<file path="src/rtl/fft_fifo_pkg.sv">
`default_nettype none
// ============================================================================
// Module   : fft_fifo_pkg
// Purpose  : Shared constants and helpers for the FFT streaming FIFO:
//            default widths, storage word layout and a clog2 helper.
// Revision : 1.0 - initial release
// ============================================================================
package fft_fifo_pkg;

  // Default payload width and word capacity.
  localparam int DEF_DATA_W = 15;
  localparam int DEF_DEPTH  = 64;

  // Storage word is {eop, sop, data}; packet flags sit just above the payload.
  localparam int SOP_OFS    = 0;
  localparam int EOP_OFS    = 1;
  localparam int WORD_XTRA  = 2;

  // Ceiling log2, usable in constant expressions.
  function automatic int clog2(input int value);
    int res;
    res = 0;
    for (int i = 0; i < 31; i++) begin
      if ((1 << i) < value) res = i + 1;
    end
    return res;
  endfunction

endpackage
`default_nettype wire

</file>
<file path="src/rtl/fft_fifo_ram.sv">
`default_nettype none
// ============================================================================
// Module   : fft_fifo_ram
// Purpose  : DEPTH x WIDTH simple dual-port storage, registered write and
//            asynchronous read, so it maps onto MLABs or plain registers.
// Revision : 1.0 - initial release
// ============================================================================
module fft_fifo_ram
  import fft_fifo_pkg::*;
#(
  parameter int WIDTH = DEF_DATA_W + WORD_XTRA,
  parameter int DEPTH = DEF_DEPTH,
  parameter int AW    = clog2(DEPTH)
) (
  input  logic             clk,
  input  logic             we,
  input  logic [AW-1:0]    waddr,
  input  logic [WIDTH-1:0] wdata,
  input  logic [AW-1:0]    raddr,
  output logic [WIDTH-1:0] rdata
);

  logic [WIDTH-1:0] mem [DEPTH];

  // Write port: one word per clock when enabled.
  always_ff @(posedge clk) begin
    if (we) mem[waddr] <= wdata;
  end

  // Read port is combinational so the FIFO head is shown ahead.
  assign rdata = mem[raddr];

endmodule
`default_nettype wire

</file>
<file path="src/rtl/fft_stream_fifo.sv">
`default_nettype none
// ============================================================================
// Module   : fft_stream_fifo
// Purpose  : Single-clock Avalon-ST packet FIFO with optional
//            store-and-forward gating, fill level, stored-packet count and
//            almost-full flag.
// Revision : 1.0 - initial release
// ============================================================================
module fft_stream_fifo
  import fft_fifo_pkg::*;
#(
  parameter int DATA_W    = DEF_DATA_W,
  parameter int DEPTH     = DEF_DEPTH,
  parameter int STORE_FWD = 1,
  parameter int AFULL_TH  = DEPTH - 4
) (
  input  logic                     clk_clk,
  input  logic                     reset_reset_n,
  input  logic [DATA_W-1:0]        in_data,
  input  logic                     in_valid,
  output logic                     in_ready,
  input  logic                     in_startofpacket,
  input  logic                     in_endofpacket,
  output logic [DATA_W-1:0]        out_data,
  output logic                     out_valid,
  input  logic                     out_ready,
  output logic                     out_startofpacket,
  output logic                     out_endofpacket,
  output logic [clog2(DEPTH):0]    fill,
  output logic [clog2(DEPTH):0]    pkt_cnt,
  output logic                     almost_full
);

  localparam int AW      = clog2(DEPTH);
  localparam int CW      = AW + 1;
  localparam int WORD_W  = DATA_W + WORD_XTRA;
  localparam int SOP_POS = DATA_W + SOP_OFS;
  localparam int EOP_POS = DATA_W + EOP_OFS;
  localparam logic [CW-1:0] FULL_LVL  = CW'(DEPTH);
  localparam logic [CW-1:0] AFULL_LVL = CW'(AFULL_TH);

  logic [AW-1:0]     wr_ptr;
  logic [AW-1:0]     rd_ptr;
  logic [CW-1:0]     fill_nxt;
  logic [CW-1:0]     pkt_nxt;
  logic [WORD_W-1:0] wr_word;
  logic [WORD_W-1:0] rd_word;
  logic              wr_fire;
  logic              rd_fire;
  logic              wr_eop;
  logic              rd_eop;
  logic              in_pkt;   // head packet partially read

  assign wr_fire = in_valid && in_ready;
  assign rd_fire = out_valid && out_ready;
  assign wr_eop  = wr_fire && in_endofpacket;
  assign rd_eop  = rd_fire && rd_word[EOP_POS];
  assign wr_word = {in_endofpacket, in_startofpacket, in_data};

  fft_fifo_ram #(
    .WIDTH (WORD_W),
    .DEPTH (DEPTH),
    .AW    (AW)
  ) u_ram (
    .clk   (clk_clk),
    .we    (wr_fire),
    .waddr (wr_ptr),
    .wdata (wr_word),
    .raddr (rd_ptr),
    .rdata (rd_word)
  );

  // Output gate: cut-through shows any stored word; store-and-forward waits
  // for a whole packet, unless full (oversize packet) or already mid-packet.
  generate
    if (STORE_FWD != 0) begin : g_store_fwd
      assign out_valid = (fill != '0) &&
                         ((pkt_cnt != '0) || (fill == FULL_LVL) || in_pkt);
    end else begin : g_cut_thru
      assign out_valid = (fill != '0);
    end
  endgenerate

  assign out_data          = rd_word[DATA_W-1:0];
  assign out_startofpacket = out_valid && rd_word[SOP_POS];
  assign out_endofpacket   = out_valid && rd_word[EOP_POS];

  // Next fill level and packet count from this cycle's transfers.
  always_comb begin
    fill_nxt = fill;
    pkt_nxt  = pkt_cnt;
    case ({wr_fire, rd_fire})
      2'b10:   fill_nxt = fill + CW'(1);
      2'b01:   fill_nxt = fill - CW'(1);
      default: fill_nxt = fill;
    endcase
    case ({wr_eop, rd_eop})
      2'b10:   pkt_nxt = pkt_cnt + CW'(1);
      2'b01:   pkt_nxt = pkt_cnt - CW'(1);
      default: pkt_nxt = pkt_cnt;
    endcase
  end

  // Pointers, counters, registered flags and the packet-in-progress state.
  always_ff @(posedge clk_clk or negedge reset_reset_n) begin
    if (!reset_reset_n) begin
      wr_ptr      <= '0;
      rd_ptr      <= '0;
      fill        <= '0;
      pkt_cnt     <= '0;
      in_ready    <= 1'b0;
      almost_full <= 1'b0;
      in_pkt      <= 1'b0;
    end else begin
      if (wr_fire) wr_ptr <= wr_ptr + AW'(1);
      if (rd_fire) begin
        rd_ptr <= rd_ptr + AW'(1);
        in_pkt <= !rd_word[EOP_POS];
      end
      fill        <= fill_nxt;
      pkt_cnt     <= pkt_nxt;
      in_ready    <= (fill_nxt != FULL_LVL);
      almost_full <= (fill_nxt >= AFULL_LVL);
    end
  end

endmodule
`default_nettype wire

</file>
<file path="config.mk">
export PLATFORM = sky130hd
export DESIGN_NAME = fft_stream_fifo
export DESIGN_NICKNAME = d
export VERILOG_FILES = /design/src/rtl/fft_fifo_pkg.sv /design/src/rtl/fft_fifo_ram.sv /design/src/rtl/fft_stream_fifo.sv
export SDC_FILE = /design/constraint.sdc
export NUM_CORES = 1
export LEC_CHECK = 0
export CORE_UTILIZATION = 62
export CTS_CLUSTER_DIAMETER = 120
export DETAILED_ROUTE_END_ITERATION = 8
export GPL_TIMING_DRIVEN = 0
export HOLD_SLACK_MARGIN = 0.03
export PLACE_DENSITY = 0.76
export SLEW_MARGIN = 30
export SYNTH_ARGS = -nofsm -noshare
export SYNTH_HDL_FRONTEND = slang
export SYNTH_SLANG_ARGS = --single-unit
</file>
<file path="constraint.sdc">
create_clock -name clk_clk -period 9.8 [get_ports clk_clk]
set_clock_uncertainty 0.1 [all_clocks]
set_input_delay 1.47 -clock clk_clk [delete_from_list [all_inputs] [get_ports clk_clk]]
set_output_delay 1.47 -clock clk_clk [all_outputs]
set_load 0.05 [all_outputs]
</file>
==> results of run 1 <==
[metal layers]
| layer | wire length [µm] | part of all wire | global-route usage |
|---|---|---|---|
| met5 | 33 | 0.00029 | 0 |
| met4 | 5717 | 0.050 | 0.1605 |
| met3 | 15430 | 0.13 | 0.09687 |
| met2 | 54060 | 0.47 | 0.5107 |
| met1 | 39830 | 0.35 | 0.4490 |
[sequential cells by signal (all words and copies together), names as in the netlist]
| register | cells |
|---|---|
| u_ram.mem | 1088 |
| in_ready | 1 |
| in_pkt | 1 |
| fill | 7 |
| pkt_cnt | 7 |
| almost_full | 1 |
| rd_ptr | 6 |
| wr_ptr | 6 |
[kinds of logic after synthesis]
family,share of synthesized area
flops,0.7680
buf+inv,0.01344
mux,0.1770
simple gates,0.02101
fa+ha+maj,0.004949
xor+xnor,0.003626
compound gates,0.01188
[cells in the mapped netlist, drive strengths merged, types with 3 or more instances]
| library cell | number |
|---|---|
| and2 | 4 |
| nor2 | 76 |
| nor3 | 6 |
| o2111ai | 3 |
| buf | 65 |
| nor3b | 3 |
| inv | 15 |
| a21oi | 10 |
| edfxtp | 1088 |
| nor2b | 12 |
| a22oi | 24 |
| mux2i | 57 |
| nand4 | 4 |
| mux4 | 312 |
| mux2 | 9 |
| a211oi | 3 |
| dfrtp | 29 |
| nor4 | 4 |
| nand2b | 4 |
| clkbuf | 34 |
| ha | 14 |
| a31oi | 3 |
| nand3 | 20 |
| nand2 | 50 |
| o21ai | 13 |
| xnor2 | 13 |
| xor2 | 5 |
| a21o | 4 |
[worst paths after layout]
| kind | from | to |
|---|---|---|
| max in group asynchronous | reset_reset_n | wr_ptr[0] |
| worst min-delay path | pkt_cnt[6] | pkt_cnt[6] |
| worst min register to register | pkt_cnt[6] | pkt_cnt[6] |
| worst max-delay path | rd_ptr[1] | out_data[0] |
| worst max register to register | rd_ptr[1] | pkt_cnt[6] |
| min in group asynchronous | reset_reset_n | fill[3] |
[metrics by stage]
step	setup slack (ns)	cell area [µm²]	std cells	utilization	power, mW
final	2.877	49960	3131	0.7246	15.13
after global routing	2.821	49960	3129	0.7246	15.45
after CTS	2.966	49940	3127	0.7243	15.02
after detailed placement	3.727	46480	2937	0.6741	10.88
after global placement	3.661	45190	2901	0.6554	10.68
after floorplan	5.529	43480	1916	-	8.901
[power by group through the flow]
stage	clock [mW]	combinational, mW	sequential (mW)
after floorplan	0	3.16	5.74
after global placement	0	5.02	5.66
after detailed placement	0	5.22	5.66
after CTS	4.16	5.30	5.56
after global routing	4.32	5.55	5.58
final	4.15	5.41	5.57
[layout make-up]
cell class                      instances  share of cell area
Sequential cell                      1117              0.6685
Inverter                               16            0.001202
Multi-Input combinational cell        684              0.1995
Tap cell                              931             0.02332
Antenna cell                            3           0.0001503
Clock buffer                          130             0.05532
Buffer                                 99             0.01067
Clock inverter                         60             0.01400
Timing Repair Buffer                   91             0.02740
==> results.cfg, run 1 <==
[routing]
drtIter0Drc = 3301
wire_per_inst_um = 36.75
viasPerCell = 7.090
antenna_left = 0
vias = 22200
drc = 0
drt-pass1-iter-count = 7
routed_wl_mm = 115.1

[final_layout]
regArea_mm2 = 0.03340
multi_input_area_mm2 = 0.009966
fillers = 3831
area_growth_pct = 14.90
nets = 2151
drive_gt1_frac = 0.2963
layout_commonest_cell = edfxtp_1
mostFrequentLayoutCells = edfxtp_1 (1088), mux4_2 (312), clkbuf_16 (107), nor2_4 (60), mux2i_1 (57)

[yosys]
yosysUniqueCellTypes = 57
synth_edf_count = 1088
ys.flop_type = edfxtp_1
synth_top_area_share = 0.7514
syn_inst = 1916
avgSynthCellArea_um2 = 22.69
ys_warn_count = 0
synthesis.nets = 1953
syn_area_mm2 = 0.04348
synthArstFlopShare = 0.02596
synth_top_cell_by_area = edfxtp_1
synth_seq_cells = 1117
ys_seq_area_frac = 0.7680
synth.area.top_cells = edfxtp_1 (75%), mux4_2 (16%), dfrtp_1 (1.7%)

[clock_network]
holdBufCountCts = 0
cts_tree = built
ctsResizeCount = 0
htree_levels = 3
clkTransAtPathRegs_ns = 0.06
cts_sinks = 1117
cts-root-buf = clkbuf_16
numCtsBuffers = 105
cts_max_path_buffers = 3
post_cts.repair.setup_buffers = 0
clock_latency_ns = 0.68

[die]
io_pins = 55
dieArea_mm2 = 0.07120
dieHeight_um = 266.8
dieWidth_um = 266.8
start_util = 0.6307
core_mm2 = 0.06895
row_count = 96

[timing]
final.period_utilization = 0.7064
rsz0062_at_grt = false
min_period_ns = 6.923
holdWs_ns = 0.3947
worst_slew_pin_slew_ns = 1.065
totalNegativeSetupSlack_ns = 0
drv_slew = 0
setup_viol = 0
slew_headroom = 0.2880
timing.fmax_mhz = 144.5
finalHoldViolCount = 0

[min_path]
min_path_type = register to register
hold_path_depth = 1

[power]
sw_frac_of_total = 0.3438
p_sw_mw = 5.202
power.leakage_nw = 15.78
p_per_area_mw_per_mm2 = 302.8
power_frac_clock = 0.275
pwr-share-seq = 0.368
pwr-share-comb = 0.358
p_int_mw = 9.928
ir_drop_v = 0.0002938

[critical_path]
reg2reg_slack_ns = 4.46
end_kind = output pin
path_buf_inv = 5
arrival_ns = 5.35
cp-start-kind = register
crit_slowest_cell = clkdlybuf4s50_1
cp_common_cell = buf_4
crit_family = buffers and inverters
slowest_delay_ns = 0.84
crit_path_max_fanout = 10
critical_path_required_ns = 8.23
cp.depth = 10
crit_type = register to output pin
cp_cell_sequence = buf_4 > buf_4 > buf_2 > buf_1 > mux4_2 > mux2i_1 > a22oi_1 > nand3_1 > nand2_1 > clkdlybuf4s50_1
rr_worst_depth = 16

[grt]
grt_overflow_total = 0
grt_max_degree = 65
grt_pass1_wl_mm = 161.1
gr-usage-all-layers = 0.3341
antenna_found_initial = 5
grt_pass1_vias = 22060

[outcome]
status = complete, no violations

[placement]
io_buffers = 54
dp_hpwl_mm = 70.03
place_congestion = 0.9827

[flow_run]
drv_cap = 0
No activity file was read; power rests on OpenSTA's default activity.
==> run 2: changes to the inputs <==
--- a/config.mk
+++ b/config.mk
@@ -5,12 +5,12 @@
 export SDC_FILE = /design/constraint.sdc
 export NUM_CORES = 1
 export LEC_CHECK = 0
-export CORE_UTILIZATION = 62
+export CORE_UTILIZATION = 56
 export CTS_CLUSTER_DIAMETER = 120
 export DETAILED_ROUTE_END_ITERATION = 8
 export GPL_TIMING_DRIVEN = 0
 export HOLD_SLACK_MARGIN = 0.03
-export PLACE_DENSITY = 0.76
+export PLACE_DENSITY = 0.72
 export SLEW_MARGIN = 30
 export SYNTH_ARGS = -nofsm -noshare
 export SYNTH_HDL_FRONTEND = slang
==> constraint.sdc (replaced) <==
create_clock -name clk_clk -period 6.3 [get_ports clk_clk]
set_clock_uncertainty 0.1 [all_clocks]
set_input_delay 0.945 -clock clk_clk [delete_from_list [all_inputs] [get_ports clk_clk]]
set_output_delay 0.945 -clock clk_clk [all_outputs]
set_load 0.05 [all_outputs]
==> results.cfg, run 2 (synthesized netlist as in run 1, its figures left out) <==
[critical_path]
reg2reg_slack_ns = 0.79
crit_path_max_fanout = 10
crit_path_end = out_data[7]
reg2reg_from = rd_ptr[3]
crit_type = register to output pin
reg2reg_to = pkt_cnt[6]
critical_path_required_ns = 5.25
rr_worst_depth = 16
arrival_ns = 5.10
cp-start-kind = register
end_kind = output pin
cp-startpoint = rd_ptr[1]

[die]
dieArea_mm2 = 0.07877
io_pins = 55
row_count = 101
start_util = 0.5697
core_mm2 = 0.07633
dieHeight_um = 280.7
dieWidth_um = 280.7

[power]
pwr-share-seq = 0.374
p_int_mw = 15.29
power_frac_clock = 0.272
ir_drop_v = 0.0002477
p_sw_mw = 7.855
power.leakage_nw = 15.76
pwr-share-comb = 0.354
p_per_area_mw_per_mm2 = 463.3
sw_frac_of_total = 0.3394

[timing]
holdWs_ns = 0.4195
timing.fmax_mhz = 162.7
min_period_ns = 6.146
slew_headroom = 0.2945
drv_slew = 0
worst_slew_pin_slew_ns = 1.058
rsz0062_at_grt = false
final.period_utilization = 0.9755
setup_viol = 0
totalNegativeSetupSlack_ns = 0
finalHoldViolCount = 0

[clock_network]
cts_sinks = 1117
numCtsBuffers = 106
cts-root-buf = clkbuf_16
cts_tree = built
clock_latency_ns = 0.67
htree_levels = 3
clkTransAtPathRegs_ns = 0.07
cts_max_path_buffers = 3
post_cts.repair.setup_buffers = 0

[final_layout]
mostFrequentLayoutCells = edfxtp_1 (1088), mux4_2 (312), clkbuf_16 (106), nor2_4 (61), mux2i_1 (57)
fin_cells = 3237
reg_top3 = u_ram.mem x1088, fill x7, pkt_cnt x7
nets = 2157
top_register = u_ram.mem
largest_reg_flops = 1088
final_core_util = 0.6545
stdcell_area_mm2 = 0.04996
layout_commonest_cell = edfxtp_1
drive_gt1_frac = 0.3015
area_growth_pct = 14.89

[outcome]
status = complete, no violations

[placement]
place_area_mm2 = 0.04652
dp_hpwl_mm = 69.68
place_congestion = 0.9569
io_buffers = 54
dp_cells = 3042

[routing]
wire_per_inst_um = 33.65
viasPerCell = 6.634
drc = 0
vias = 21470
routed_wl_mm = 108.9
antenna_left = 0
drtIter0Drc = 3075
drt-pass1-iter-count = 6

[grt]
antenna_found_initial = 1
gr-usage-all-layers = 0.2848
grt_pass1_wl_mm = 154.2
grt_overflow_total = 0
grt_pass1_vias = 21420
grt_max_degree = 65

[flow_run]
drv_cap = 0

[min_path]
min_path_type = register to register
hp-start = pkt_cnt[6]
-- run 2: cell types whose count changed in the layout (fill, tap and decap cells not counted), moves of 2 or more --
cell | before | now
buf_16 | 28 | 14
clkbuf_1 | 52 | 47
clkinv_2 | 18 | 22
buf_8 | 0 | 15
buf_12 | 3 | 7
diode_2 | 3 | 1
buf_1 | 10 | 8
bufinv_16 | 16 | 11
buf_2 | 35 | 38
clkbuf_8 | 0 | 7
buf_6 | 9 | 7
clkbuf_2 | 5 | 7
-- run 2: worst min path at each step --
stage,end,slack [ns],cells after the start
after floorplan,in_pkt,0.38,1
after global placement,pkt_cnt[6],0.38,1
after detailed placement,pkt_cnt[6],0.42,1
after CTS,pkt_cnt[6],0.43,1
after global routing,pkt_cnt[6],0.44,1
final,pkt_cnt[6],0.42,1
-- run 2: metal layers --
metal | part of all wire | vias up | wire length, µm | GRT usage
met4 | 0.046 | 0 | 4961 | 0.1248
li1 | - | 8525 | - | -
met5 | 0 | - | 0 | 0
met1 | 0.37 | 11310 | 40410 | 0.3991
met2 | 0.48 | 1366 | 51790 | 0.4424
met3 | 0.11 | 268 | 11770 | 0.05512
-- run 2: final cells by class --
type,count,area [µm²]
Buffer,98,539.3
Inverter,16,60.06
Clock buffer,134,2828
Timing Repair Buffer,97,1286
Sequential cell,1117,33400
Clock inverter,60,579.3
Antenna cell,1,2.502
Fill cell,4816,26370
Tap cell,1030,1289
Multi-Input combinational cell,684,9976
-- run 2: stage by stage --
stage          total power [mW]  setup slack [ns]
2_1_floorplan             13.85             2.482
4_1_cts                   23.08           0.01869
3_5_place_dp              16.85            0.7303
5_1_grt                   23.74            0.1491
6_report                  23.14            0.1544
3_3_place_gp              16.54            0.6535
-- run 2: repair_timing --
action                                  CTS  global route
hold endpoints to repair                  4             0
resized for setup                         1             5
endpoints found under the setup margin    1             2
hold buffers                              1             0
-- run 2: worst max-delay path, cell delays in order, from the launching register on --
cell and delay [ns]:
dfrtp_1 0.53, clkdlybuf4s15_1 0.76, clkbuf_2 0.55, mux4_2 0.40
mux4_2 0.58, a22oi_1 0.65, nand2_1 0.17, clkdlybuf4s50_1 0.74
-- run 2: power by group through the flow --
stage | Combinational [mW] | Clock [mW] | Sequential [mW]
2_1_floorplan | 4.92 | 0 | 8.93
3_5_place_dp | 8.04 | 0 | 8.80
5_1_grt | 8.45 | 6.62 | 8.67
3_3_place_gp | 7.74 | 0 | 8.81
4_1_cts | 8.10 | 6.33 | 8.65
6_report | 8.19 | 6.30 | 8.65
